File: config.mk
export PLATFORM = sky130hd
export DESIGN_NAME = image_cell_dispatcher
export DESIGN_NICKNAME = d
export VERILOG_FILES = /design/src/rtl/image_cell_dispatcher_pkg.sv /design/src/rtl/image_cell_dispatcher_cell_pair_stage.sv /design/src/rtl/image_cell_dispatcher.sv
export SDC_FILE = /design/constraint.sdc
export NUM_CORES = 1
export LEC_CHECK = 0
export CORE_UTILIZATION = 55
export CTS_BUF_LIST = sky130_fd_sc_hd__clkbuf_2 sky130_fd_sc_hd__clkbuf_4 sky130_fd_sc_hd__clkbuf_8
export DETAILED_ROUTE_END_ITERATION = 10
export DONT_BUFFER_PORTS = 1
export PLACE_DENSITY = 0.77
export SYNTH_ARGS = -nofsm -noshare
export SYNTH_HDL_FRONTEND = slang
export SYNTH_SLANG_ARGS = --single-unit
File: constraint.sdc
create_clock -name clk -period 3.6 [get_ports clk]
set_input_delay 0.18 -clock clk [delete_from_list [all_inputs] [get_ports clk]]
set_output_delay 0.18 -clock clk [all_outputs]
set_load 0.005 [all_outputs]
File: src/rtl/image_cell_dispatcher_pkg.sv
// Shared types for the image cell dispatcher: pixel/operand types, FSM states
// and the pair payload carried by the output register.
package CellProcessingPkg;

  localparam int unsigned pixelDepth     = 8;
  localparam int unsigned opCodeWidth    = 4;
  localparam int unsigned userInputWidth = 16;

  typedef logic [pixelDepth-1:0]     pixel_t;
  typedef logic [userInputWidth-1:0] userInput_t;

  typedef enum logic [1:0] {
    IDLE  = 2'd0,
    RUN   = 2'd1,
    DRAIN = 2'd2,
    DONE  = 2'd3
  } dispatch_state_e;

  typedef struct packed {
    pixel_t cell_a;
    pixel_t cell_b;
    logic   sof;
    logic   eol;
    logic   eof;
  } cell_pair_t;

endpackage

File: src/rtl/image_cell_dispatcher_cell_pair_stage.sv
// One-deep valid/ready output register holding a pixel pair and its frame tags.
module cell_pair_stage
  import CellProcessingPkg::*;
(
  input  logic       clk,
  input  logic       rst,
  input  logic       load_i,
  input  cell_pair_t pair_i,
  input  logic       out_ready_i,
  output logic       out_valid_o,
  output cell_pair_t pair_o,
  output logic       slot_free_o
);

  logic       valid_q, valid_d;
  cell_pair_t pair_q, pair_d;

  // A load always wins; it is only issued when the slot is free or draining.
  always_comb begin
    valid_d = valid_q;
    pair_d  = pair_q;
    if (load_i) begin
      valid_d = 1'b1;
      pair_d  = pair_i;
    end else if (out_ready_i) begin
      valid_d = 1'b0;
    end
  end

  always_ff @(posedge clk) begin
    if (!rst) begin
      valid_q <= 1'b0;
      pair_q  <= '0;
    end else begin
      valid_q <= valid_d;
      pair_q  <= pair_d;
    end
  end

  assign out_valid_o = valid_q;
  assign pair_o      = pair_q;
  assign slot_free_o = !valid_q || out_ready_i;

endmodule

File: src/rtl/image_cell_dispatcher.sv
// Walks a width x height frame, pairing pixels from two source streams and
// emitting them with sof/eol/eof tags through a single output register.
module image_cell_dispatcher
  import CellProcessingPkg::*;
#(
  parameter int unsigned DIM_W = 12
) (
  input  logic                   clk,
  input  logic                   rst,
  input  logic                   start,
  input  logic [opCodeWidth-1:0] cfgOpcode,
  input  userInput_t             cfgUserInput,
  input  logic [DIM_W-1:0]       cfgWidth,
  input  logic [DIM_W-1:0]       cfgHeight,
  input  pixel_t                 srcA,
  input  pixel_t                 srcB,
  input  logic                   srcAValid,
  input  logic                   srcBValid,
  output logic                   srcAReady,
  output logic                   srcBReady,
  output pixel_t                 cellA,
  output pixel_t                 cellB,
  output userInput_t             userInputA,
  output logic [opCodeWidth-1:0] opcode,
  output logic                   cellValid,
  input  logic                   cellReady,
  output logic                   sof,
  output logic                   eol,
  output logic                   eof,
  output logic                   busy,
  output logic                   frameDone,
  output logic [DIM_W-1:0]       row,
  output logic [DIM_W-1:0]       col
);

  dispatch_state_e        state_q, state_d;
  logic [opCodeWidth-1:0] op_q, op_d;
  userInput_t             user_q, user_d;
  logic [DIM_W-1:0]       width_q, width_d;
  logic [DIM_W-1:0]       height_q, height_d;
  logic [DIM_W-1:0]       row_q, row_d;
  logic [DIM_W-1:0]       col_q, col_d;
  logic                   busy_q, busy_d;
  logic                   done_q, done_d;

  logic       slot_free;
  logic       accept;
  logic       last_col;
  logic       last_row;
  cell_pair_t pair_in;
  cell_pair_t pair_out;

  assign last_col = (col_q == width_q - DIM_W'(1));
  assign last_row = (row_q == height_q - DIM_W'(1));
  assign accept   = (state_q == RUN) && srcAValid && srcBValid && slot_free;

  // Tags are derived from the coordinate of the pair being accepted.
  assign pair_in.cell_a = srcA;
  assign pair_in.cell_b = srcB;
  assign pair_in.sof    = (row_q == '0) && (col_q == '0);
  assign pair_in.eol    = last_col;
  assign pair_in.eof    = last_col && last_row;

  always_comb begin
    state_d  = state_q;
    op_d     = op_q;
    user_d   = user_q;
    width_d  = width_q;
    height_d = height_q;
    row_d    = row_q;
    col_d    = col_q;
    unique case (state_q)
      IDLE: begin
        if (start) begin
          op_d     = cfgOpcode;
          user_d   = cfgUserInput;
          width_d  = cfgWidth;
          height_d = cfgHeight;
          row_d    = '0;
          col_d    = '0;
          state_d  = ((cfgWidth == '0) || (cfgHeight == '0)) ? DONE : RUN;
        end
      end
      RUN: begin
        if (accept) begin
          if (last_col) begin
            col_d = '0;
            row_d = row_q + DIM_W'(1);
            if (last_row) begin
              state_d = DRAIN;
            end
          end else begin
            col_d = col_q + DIM_W'(1);
          end
        end
      end
      DRAIN: begin
        if (slot_free) begin
          state_d = DONE;
        end
      end
      DONE: begin
        state_d = IDLE;
      end
      default: begin
        state_d = IDLE;
      end
    endcase
    busy_d = (state_d != IDLE);
    done_d = (state_d == DONE);
  end

  always_ff @(posedge clk) begin
    if (!rst) begin
      state_q  <= IDLE;
      op_q     <= '0;
      user_q   <= '0;
      width_q  <= '0;
      height_q <= '0;
      row_q    <= '0;
      col_q    <= '0;
      busy_q   <= 1'b0;
      done_q   <= 1'b0;
    end else begin
      state_q  <= state_d;
      op_q     <= op_d;
      user_q   <= user_d;
      width_q  <= width_d;
      height_q <= height_d;
      row_q    <= row_d;
      col_q    <= col_d;
      busy_q   <= busy_d;
      done_q   <= done_d;
    end
  end

  cell_pair_stage u_stage (
    .clk         (clk),
    .rst         (rst),
    .load_i      (accept),
    .pair_i      (pair_in),
    .out_ready_i (cellReady),
    .out_valid_o (cellValid),
    .pair_o      (pair_out),
    .slot_free_o (slot_free)
  );

  assign srcAReady  = accept;
  assign srcBReady  = accept;
  assign cellA      = pair_out.cell_a;
  assign cellB      = pair_out.cell_b;
  assign sof        = pair_out.sof;
  assign eol        = pair_out.eol;
  assign eof        = pair_out.eof;
  assign opcode     = op_q;
  assign userInputA = user_q;
  assign busy       = busy_q;
  assign frameDone  = done_q;
  assign row        = row_q;
  assign col        = col_q;

endmodule

# [Word-level counts from Yosys, hierarchy flattened]
# Cells that the tools add are included.
[classes] n_addsub=4 eq_ne=9 muxes=16 reduce_logical=19
[op_table] op="$mux W12" n=5
[op_table] op="$logic_not A12 Y1" n=4
[op_table] op="$pmux W12 S2" n=2
[op_table] op="$add A12 B1 Y12 const B" n=2
[op_table] op="$eq A12 B12 Y1" n=2
[op_table] op="$sub A12 B1 Y12 const B" n=2
[op_table] op="$mux W2" n=6
[op_table] op="$pmux W2 S4" n=1
[op_table] op="$eq A2 B2 Y1 const B" n=3
[op_table] op="$ne A2 B2 Y1 const B" n=3
[op_table] op="$reduce_bool A2 Y1" n=3
[op_table] op="$logic_and A1 B1 Y1" n=5
[op_table] op="$reduce_and A4 Y1" n=1
[op_table] op="$reduce_and A3 Y1" n=1
[op_table] op="$eq A2 B1 Y1 const B" n=1
[op_table] op="$logic_not A2 Y1" n=1
[op_table] op="$logic_or A1 B1 Y1" n=2
[op_table] op="$mux W1" n=2
[op_table] op="$reduce_and A2 Y1" n=1
[op_table] op="$logic_not A1 Y1" n=1
[word_totals] reg_bits=92 wordCells=63 output_inout_bits=68 inputBits=66

# [Longest topological paths before layout]
# Gate-level depths: netlist (run 1).
[logic_depth] word_depth=7 mapped_depth=11 ltp_nobuf=9

# [Modules after synthesis]
# From an unflattened synthesis (run 1), not the netlist that was laid out.
[hier_totals] cells_unflattened=550 hier_area_um2=4620.7
[modules_own_cells] mod="image_cell_dispatcher" area_per_inst_um2=3863.7 cells_each=485 n_inst=1
[modules_own_cells] mod="cell_pair_stage" area_per_inst_um2=757.0 cells_each=65 n_inst=1

# [Worst setup path before layout (run 1)]
# No wires, ideal clock.
[synth_path] kind="flip-flop to flip-flop" start="register width_q[0]" end="register row_q[9] (netlist: row[9])" slack_ns=0.391 arrival_time_ns=3.138 path_stages_with_launch=11 path_buffers=1 synth_period_minus_slack_ns=3.209 setup_ns=0.072 cell_sequence="dfxtp_1 inv_1 ha_1 or3b_2 xnor2_1 o22a_1 or4_1 or4b_1 buf_2 or4_1 a21oi_1"
[synth_via] elab_chain_len=4
[synth_lines] element="start: declaration" line_no="image_cell_dispatcher.sv:39" source="logic [DIM_W-1:0] width_q, width_d;"
[synth_lines] element="start signal: assignment" line_no="image_cell_dispatcher.sv:128" source="width_q <= width_d;"
[synth_lines] element="$sub A12 B1 Y12" line_no="image_cell_dispatcher.sv:53" source="assign last_col = (col_q == width_q - DIM_W'(1));"
[synth_lines] element="$eq A12 B12 Y1" line_no="image_cell_dispatcher.sv:53"
[synth_lines] element="$ne A2 B2 Y1 (no source line)"
[synth_lines] element="$reduce_and A4 Y1 (no source line)"
[synth_lines] element="end signal: assignment" line_no="image_cell_dispatcher.sv:130" source="row_q <= row_d;"
[synth_lines] element="end: declaration" line_no="image_cell_dispatcher.sv:41" source="logic [DIM_W-1:0] row_q, row_d;"
# Every way passes these cells.
# A chain may end at the register's enable or synchronous reset.

# [Worst setup path after layout (run 1)]
[layout_path] start="register width_q[0]" end="register row_q[7] (netlist: row[7])"
# The elaborated chain is that of the path after synthesis.

==> reports/results.txt, run 1 <==
hold path start: cellReady
period utilisation layout: 0.945
hold crit path type: primary input to flip-flop
Sw Ratio: 0.297
die width: 93.0 microns
Power Density: 391 nW/um^2
max frequency: 294 MHz
clock buffer count from CTS: 9
total core area: 7850 sq um
xor/xnor share of the synthesized area: 0.0762
Worst R2R Start: width_q[0]
Nets: 701
CTS tree: yes
most frequent cells in the layout: nand2_1 (141), dfxtp_1 (92), a21oi_1 (83)
Pleak: 0.00193 uW
clock skew: 12.5 ps
Vert. Die Dim: 93.0 microns
sequential power share: 0.524
M3 GR Usage: 0.0764
routing usage on met2: 0.487
ant diodes: 0
Starting Density: 0.580
CTS sink count: 92
Seq/Total Area, Yosys: 0.405
worst vdd ir: 0.264 mV
post-synthesis mux area share: 0.0110
final std cells w/o fill: 736
main area contributors after synthesis: dfxtp_1 (40%), nand2_1 (12%), a21oi_1 (9.1%)
first-pass GRT wire length: 20.0 mm
CP Launch Type: flip-flop
CP Max Fanout: 15
synthesized flop and latch total: 92
sum of routed wire length over all layers: 12.6 mm
final setup fails: 0
GRT overflow: 0
critical path capture point type: flip-flop
die area: 8640 sq um
Slew @ Worst Pin: 1090 ps
final core occ: 0.685
Ys Warns: 0
H-tree depth: 3
endpoints failing hold: 0
Worst EP required: 3890 ps
Crit. Startpoint: width_q[0]
CTS clk-pin slew, worst paths: 90 ps
Final min period: 3400 ps
Reg area: 1840 sq um
status: finished, final reports clean
Post-Synth Simple-Gate Area: 0.280
Clk pwr share: 0.323
GRT Overall Usage: 0.294
count of final max-slew check failures: 0
CP top delay family: simple AND/OR/NAND/NOR gates
crit path buf inv count: 1
crit-path max cell delay: 630 ps
vias in the first global route: 4229
Row Count: 32
cell internal pwr: 1480 uW
worst setup path class: flip-flop to flip-flop
CTS root buf: clkbuf_8
largest family of logic cells by synthesized area: simple AND/OR/NAND/NOR gates
Fin Setup TNS: 0 ps
Vias per Instance: 6.00
area of the multi-input gates: 2480 sq um
Gate power share: 0.153
CP Cell Sequence: inv_1 -> ha_1 -> or3b_2 -> xnor2_1 -> o22a_1 -> or4_1 -> or4b_4 -> or4_1 -> a21oi_1
GR peak layer: met2
leading area contributor after synthesis: dfxtp_1
max_cap viols: 0
dpl hpwl: 8.07 mm
Max-Slew Margin vs Limit: 0.271
Critical-path top delay cell: or4b_4
Fin Hold WS: 23.6 ps
Yosys cell types: 56
Top FF cell, synth: dfxtp_1
cell with the most instances on the worst path: or4_1
Post-synth EDFFs: 0
met1 Usage GRT: 0.357
share of the synthesized area in the top cell type: 0.405
Initial DRC Count: 204
Net Count, Synth: 660
drt drc: 0
Placer Congestion: 0.898
I/O Buffers: 0
drt first pass iters: 5
Gate Count Post-Synth: 588
antenna viol nets, final: 0
largest net degree at the start of global routing: 69
ys async rst share: 0
Clock Latency Late Sink: 370 ps
number of buffers on the longest clock path: 2
initial antenna violation count: 0
Avg Inst Size Synth: 7.74 sq um
Placed Cells incl. Taps: 659
Sw Pwr: 625 uW
RSZ-0062 raised after global routing: false
Synth Cell Area: 4550 sq um
routed vias: 4419
area grow syn2layout: 18.1%
most common cell after layout, fill and taps aside: nand2_1
area share of fa/ha/maj cells after synthesis: 0.0165
IO Pins: 134
fillcell total: 642
WL/cell: 17.1 microns
Worst EP arrival: 3690 ps
share of layout cells above drive strength 1: 0.0505
complex-gate fraction of the synthesized area: 0.160
-- metrics by stage --
| stage | worst slack (ps) | area, sq um | total power (uW) |
|---|---|---|---|
| after global routing | 26.0 | 5380 | 2200 |
| after CTS | 61.9 | 5370 | 2100 |
| after detailed placement | 90.0 | 4570 | 1390 |
| final | 197 | 5380 | 2100 |
| after global placement | 176 | 4570 | 1380 |
| after floorplan | 391 | 4550 | 1330 |
-- per-layer routing --
layer / up-vias / wire [microns]
met3: 32 / 1070
li1: 2115 / -
met4: 0 / 332
met2: 198 / 5960
met5: - / 0
met1: 2074 / 5230
-- cells in the mapped netlist, drive strengths merged, types with 2 or more instances --
cell type	number
a21boi	2
inv	21
o21a	3
nor4	12
dfxtp	92
and3	3
a21oi	83
xnor2	21
nor3	16
a211o	2
a211oi	5
clkbuf	29
or3b	2
nor4b	6
nor2b	4
mux2i	5
nand4	8
nand3	19
o211a	2
nor2	25
or3	4
o31ai	10
a31oi	2
or4	10
nand2b	3
xor2	16
and3b	2
buf	8
o21ai	6
a2111oi	2
nand4b	3
ha	6
nand2	141
-- cells by family (layout without fill, tap and decap cells) --
group | Yosys count | in the layout
AO/OA/AOI/OAI | 124 | 124
XOR/XNOR | 38 | 38
adder cells (fa/ha/maj) | 6 | 6
buffers and inverters | 59 | 105
flip-flops | 92 | 92
multiplexers | 5 | 5
AND/OR/NAND/NOR | 264 | 264
-- sequential cells by signal (all words and copies together) (netlist names) --
name,cells
u_stage.pair_o,19
row,12
state_q,2
u_stage.out_valid_o,1
busy,1
frameDone,1
width_q,12
opcode,4
userInputA,16
col,12
height_q,12
-- final timing paths --
check        slack, ps                   to  cells past startpoint
max reg2reg        200               row[7]                      9
max                200               row[7]                      9
min reg2reg        470         height_q[11]                      2
min                 20  u_stage.out_valid_o                      2
-- final cells by class --
class                   count  share of cell area
multi-input cells         437               0.462
flip-flops and latches     92               0.343
repair buffers             67               0.122
clock buffers              10              0.0244
well taps                 102              0.0237
inverters                  22              0.0154
clock inverters             6              0.0102
-- timing repair --
item,CTS,global route
hold buffers,61,0
setup endpoints to repair,0,19
gates resized for setup,0,1
endpoints found under the hold margin,62,0
buffers inserted,0,0
-- power by group through the flow --
stage,combinational [uW],clock (uW),sequential (uW)
2_1_floorplan,222,0,1110
3_3_place_gp,252,0,1120
3_5_place_dp,260,0,1130
4_1_cts,314,687,1100
5_1_grt,353,733,1110
6_report,321,679,1100
Note: power is estimated with default switching activity, not from simulation.
==> run 2, diff against run 1 <==
Settings changed: SETUP_SLACK_MARGIN from default to 0.2, SYNTH_HIERARCHICAL from default to 1.
==> reports/results.txt, run 2 <==
most frequent cell after synthesis: nand2_1
clock skew: 11.5 ps
Yosys cell types: 45
Gate Count Post-Synth: 550
max_cap viols: 0
CTS tree: yes
Top FF cell, synth: dfxtp_1
Fin Setup TNS: 0 ps
Starting Density: 0.565
violated checks: negative hold slack
Critical-path top delay cell: o41a_4
ant diodes: 0
total core area: 8180 sq um
Initial DRC Count: 224
GRT overflow: 0
status: finished, violations left
cell with the most instances on the worst path: a21oi_1
crit path buf inv count: 1
post-CTS setup buffer count: 0
area grow syn2layout: 17.5%
sum of routed wire length over all layers: 11.8 mm
drt drc: 0
Post-synth top cells: nand2_1 (106), dfxtp_1 (92), a21boi_0 (47), clkbuf_1 (31), nor2_1 (24)
max frequency: 312 MHz
WL/cell: 16.9 microns
main area contributors after synthesis: dfxtp_1 (40%), nand2_1 (8.6%), a21boi_0 (7.6%)
Row Count: 33
Place WS: 284 ps
CTS root buf: clkbuf_8
I/O Buffers: 0
clock buffer count from CTS: 9
die area: 8770 sq um
post-layout worst setup margin: 394 ps
CP Cell Sequence: inv_1 -> ha_1 -> or3b_2 -> o31ai_1 -> a21oi_1 -> or3_1 -> o41a_4 -> or4_1 -> a21oi_1
Clock Latency Late Sink: 370 ps
CP Launch Type: flip-flop
most frequent cells in the layout: nand2_1 (106), dfxtp_1 (92), dlygate4sd3_1 (58)
Worst EP required: 3900 ps
Seq/Total Area, Yosys: 0.399
hold crit path type: primary input to flip-flop
die width: 93.7 microns
IO Pins: 134
Power Density: 393 nW/um^2
antenna viol nets, final: 0
fillcell total: 652
CP Max Fanout: 25
largest net degree at the start of global routing: 69
Placer Congestion: 0.867
most common cell after layout, fill and taps aside: nand2_1
first-pass GRT wire length: 18.7 mm
worst vdd ir: 0.274 mV
critical path capture point type: flip-flop
Pleak: 0.00192 uW
routed vias: 4093
Slew @ Worst Pin: 755 ps
synthesized flop and latch total: 92
initial antenna violation count: 0
CTS clk-pin slew, worst paths: 100 ps
Synth Cell Area: 4620 sq um
GRT Overall Usage: 0.273
final setup fails: 0
Vert. Die Dim: 93.7 microns
period utilisation layout: 0.891
Nets: 661
share of layout cells above drive strength 1: 0.0572
Avg Inst Size Synth: 8.40 sq um
RSZ-0062 raised after global routing: false
Post-synth EDFFs: 0
Crit. Startpoint: width_q[0]
number of buffers on the longest clock path: 2
crit-path max cell delay: 590 ps
endpoints failing hold: 1
max reg flops: 19
Final min period: 3210 ps
CTS sink count: 92
Fin Hold WS: -0.406 ps
CP top delay family: simple AND/OR/NAND/NOR gates
dpl hpwl: 7.36 mm
H-tree depth: 3
share of the synthesized area in the top cell type: 0.399
worst setup path class: flip-flop to flip-flop
count of final max-slew check failures: 0
ys async rst share: 0
drt first pass iters: 5
leading area contributor after synthesis: dfxtp_1
Worst EP arrival: 3510 ps
hold path start: srcB[5]
Net Count, Synth: 622
Worst R2R Start: width_q[0]
vias in the first global route: 3963
Vias per Instance: 5.86
Ys Warns: 6
Max-Slew Margin vs Limit: 0.492
-- run 2: cell types whose count changed after synthesis, moves of 5 or more --
| cell | before | now |
|---|---|---|
| a21boi_0 | 2 | 47 |
| nand2_1 | 141 | 106 |
| mux2i_1 | 5 | 22 |
| o21ai_0 | 5 | 10 |
| inv_1 | 20 | 13 |
| nand3_1 | 19 | 14 |
| nor2b_1 | 4 | 23 |
| a21oi_1 | 83 | 17 |
| nor3_1 | 16 | 8 |
-- run 2: layout make-up --
cell class,instances,area (sq um),area share
Clock buffer,10,138,0.0253
Clock inverter,6,55.1,0.0101
Inverter,13,48.8,0.00898
Multi-Input combinational cell,408,2570,0.473
Sequential cell,92,1840,0.339
Tap cell,105,131,0.0242
Timing Repair Buffer,65,646,0.119
-- run 2: per-stage QoR --
stage	total power (uW)	instance area (sq um)	util	instances	hold slack, ps
after floorplan	1350	4620	-	550	307
after CTS	2130	5420	0.663	699	5.17
final	2130	5430	0.664	699	-0.406
after detailed placement	1390	4630	0.566	624	310
after global routing	2230	5430	0.664	699	11.9
after global placement	1380	4630	0.566	624	313
-- run 2: cell families (layout without fill, tap and decap cells) --
logic type	Yosys count	after routing	synth area share
buffers and inverters	50	94	0.0482
flip-flops	92	92	0.399
AO/OA/AOI/OAI	100	100	0.151
AND/OR/NAND/NOR	239	239	0.260
multiplexers	23	23	0.0501
XOR/XNOR	40	40	0.0758
adder cells (fa/ha/maj)	6	6	0.0162
-- run 2: metal layers --
metal,up-vias,GRT usage,share of wire
met5,-,0,0
met4,0,0.122,0.024
met3,28,0.0825,0.078
met2,157,0.454,0.48
met1,1929,0.323,0.42
li1,1979,-,-
-- run 2: what timing repair did --
item,CTS,global route
gates resized for setup,0,2
hold buffers,59,0
setup endpoints to repair,0,11
hold endpoints to repair,68,0
-- run 2: path summary, 6_finish.rpt --
kind                            end  slack (ps)  depth (start not counted)
setup / recovery             row[8]         390                          9
hold / removal    u_stage/pair_o[8]        -0.4                          2
setup reg to reg             row[8]         390                          9
hold reg to reg       userInputA[0]         490                          2
-- run 2: worst reg2reg max path, stage by stage, from the launching register on --
cell and delay (ps):
dfxtp_1 360, inv_1 70, ha_1 240, or3b_2 490
o31ai_1 240, a21oi_1 100, or3_1 350, o41a_4 590
or4_1 540, a21oi_1 150
-- run 2: power breakdown --
group | leakage (uW) | switching (uW) | total [uW] | internal, uW
Clock | 0.0000929 | 404 | 688 | 283
Combinational | 0.00108 | 174 | 338 | 164
Sequential | 0.000750 | 50.1 | 1110 | 1060
Total | 0.00192 | 628 | 2130 | 1500
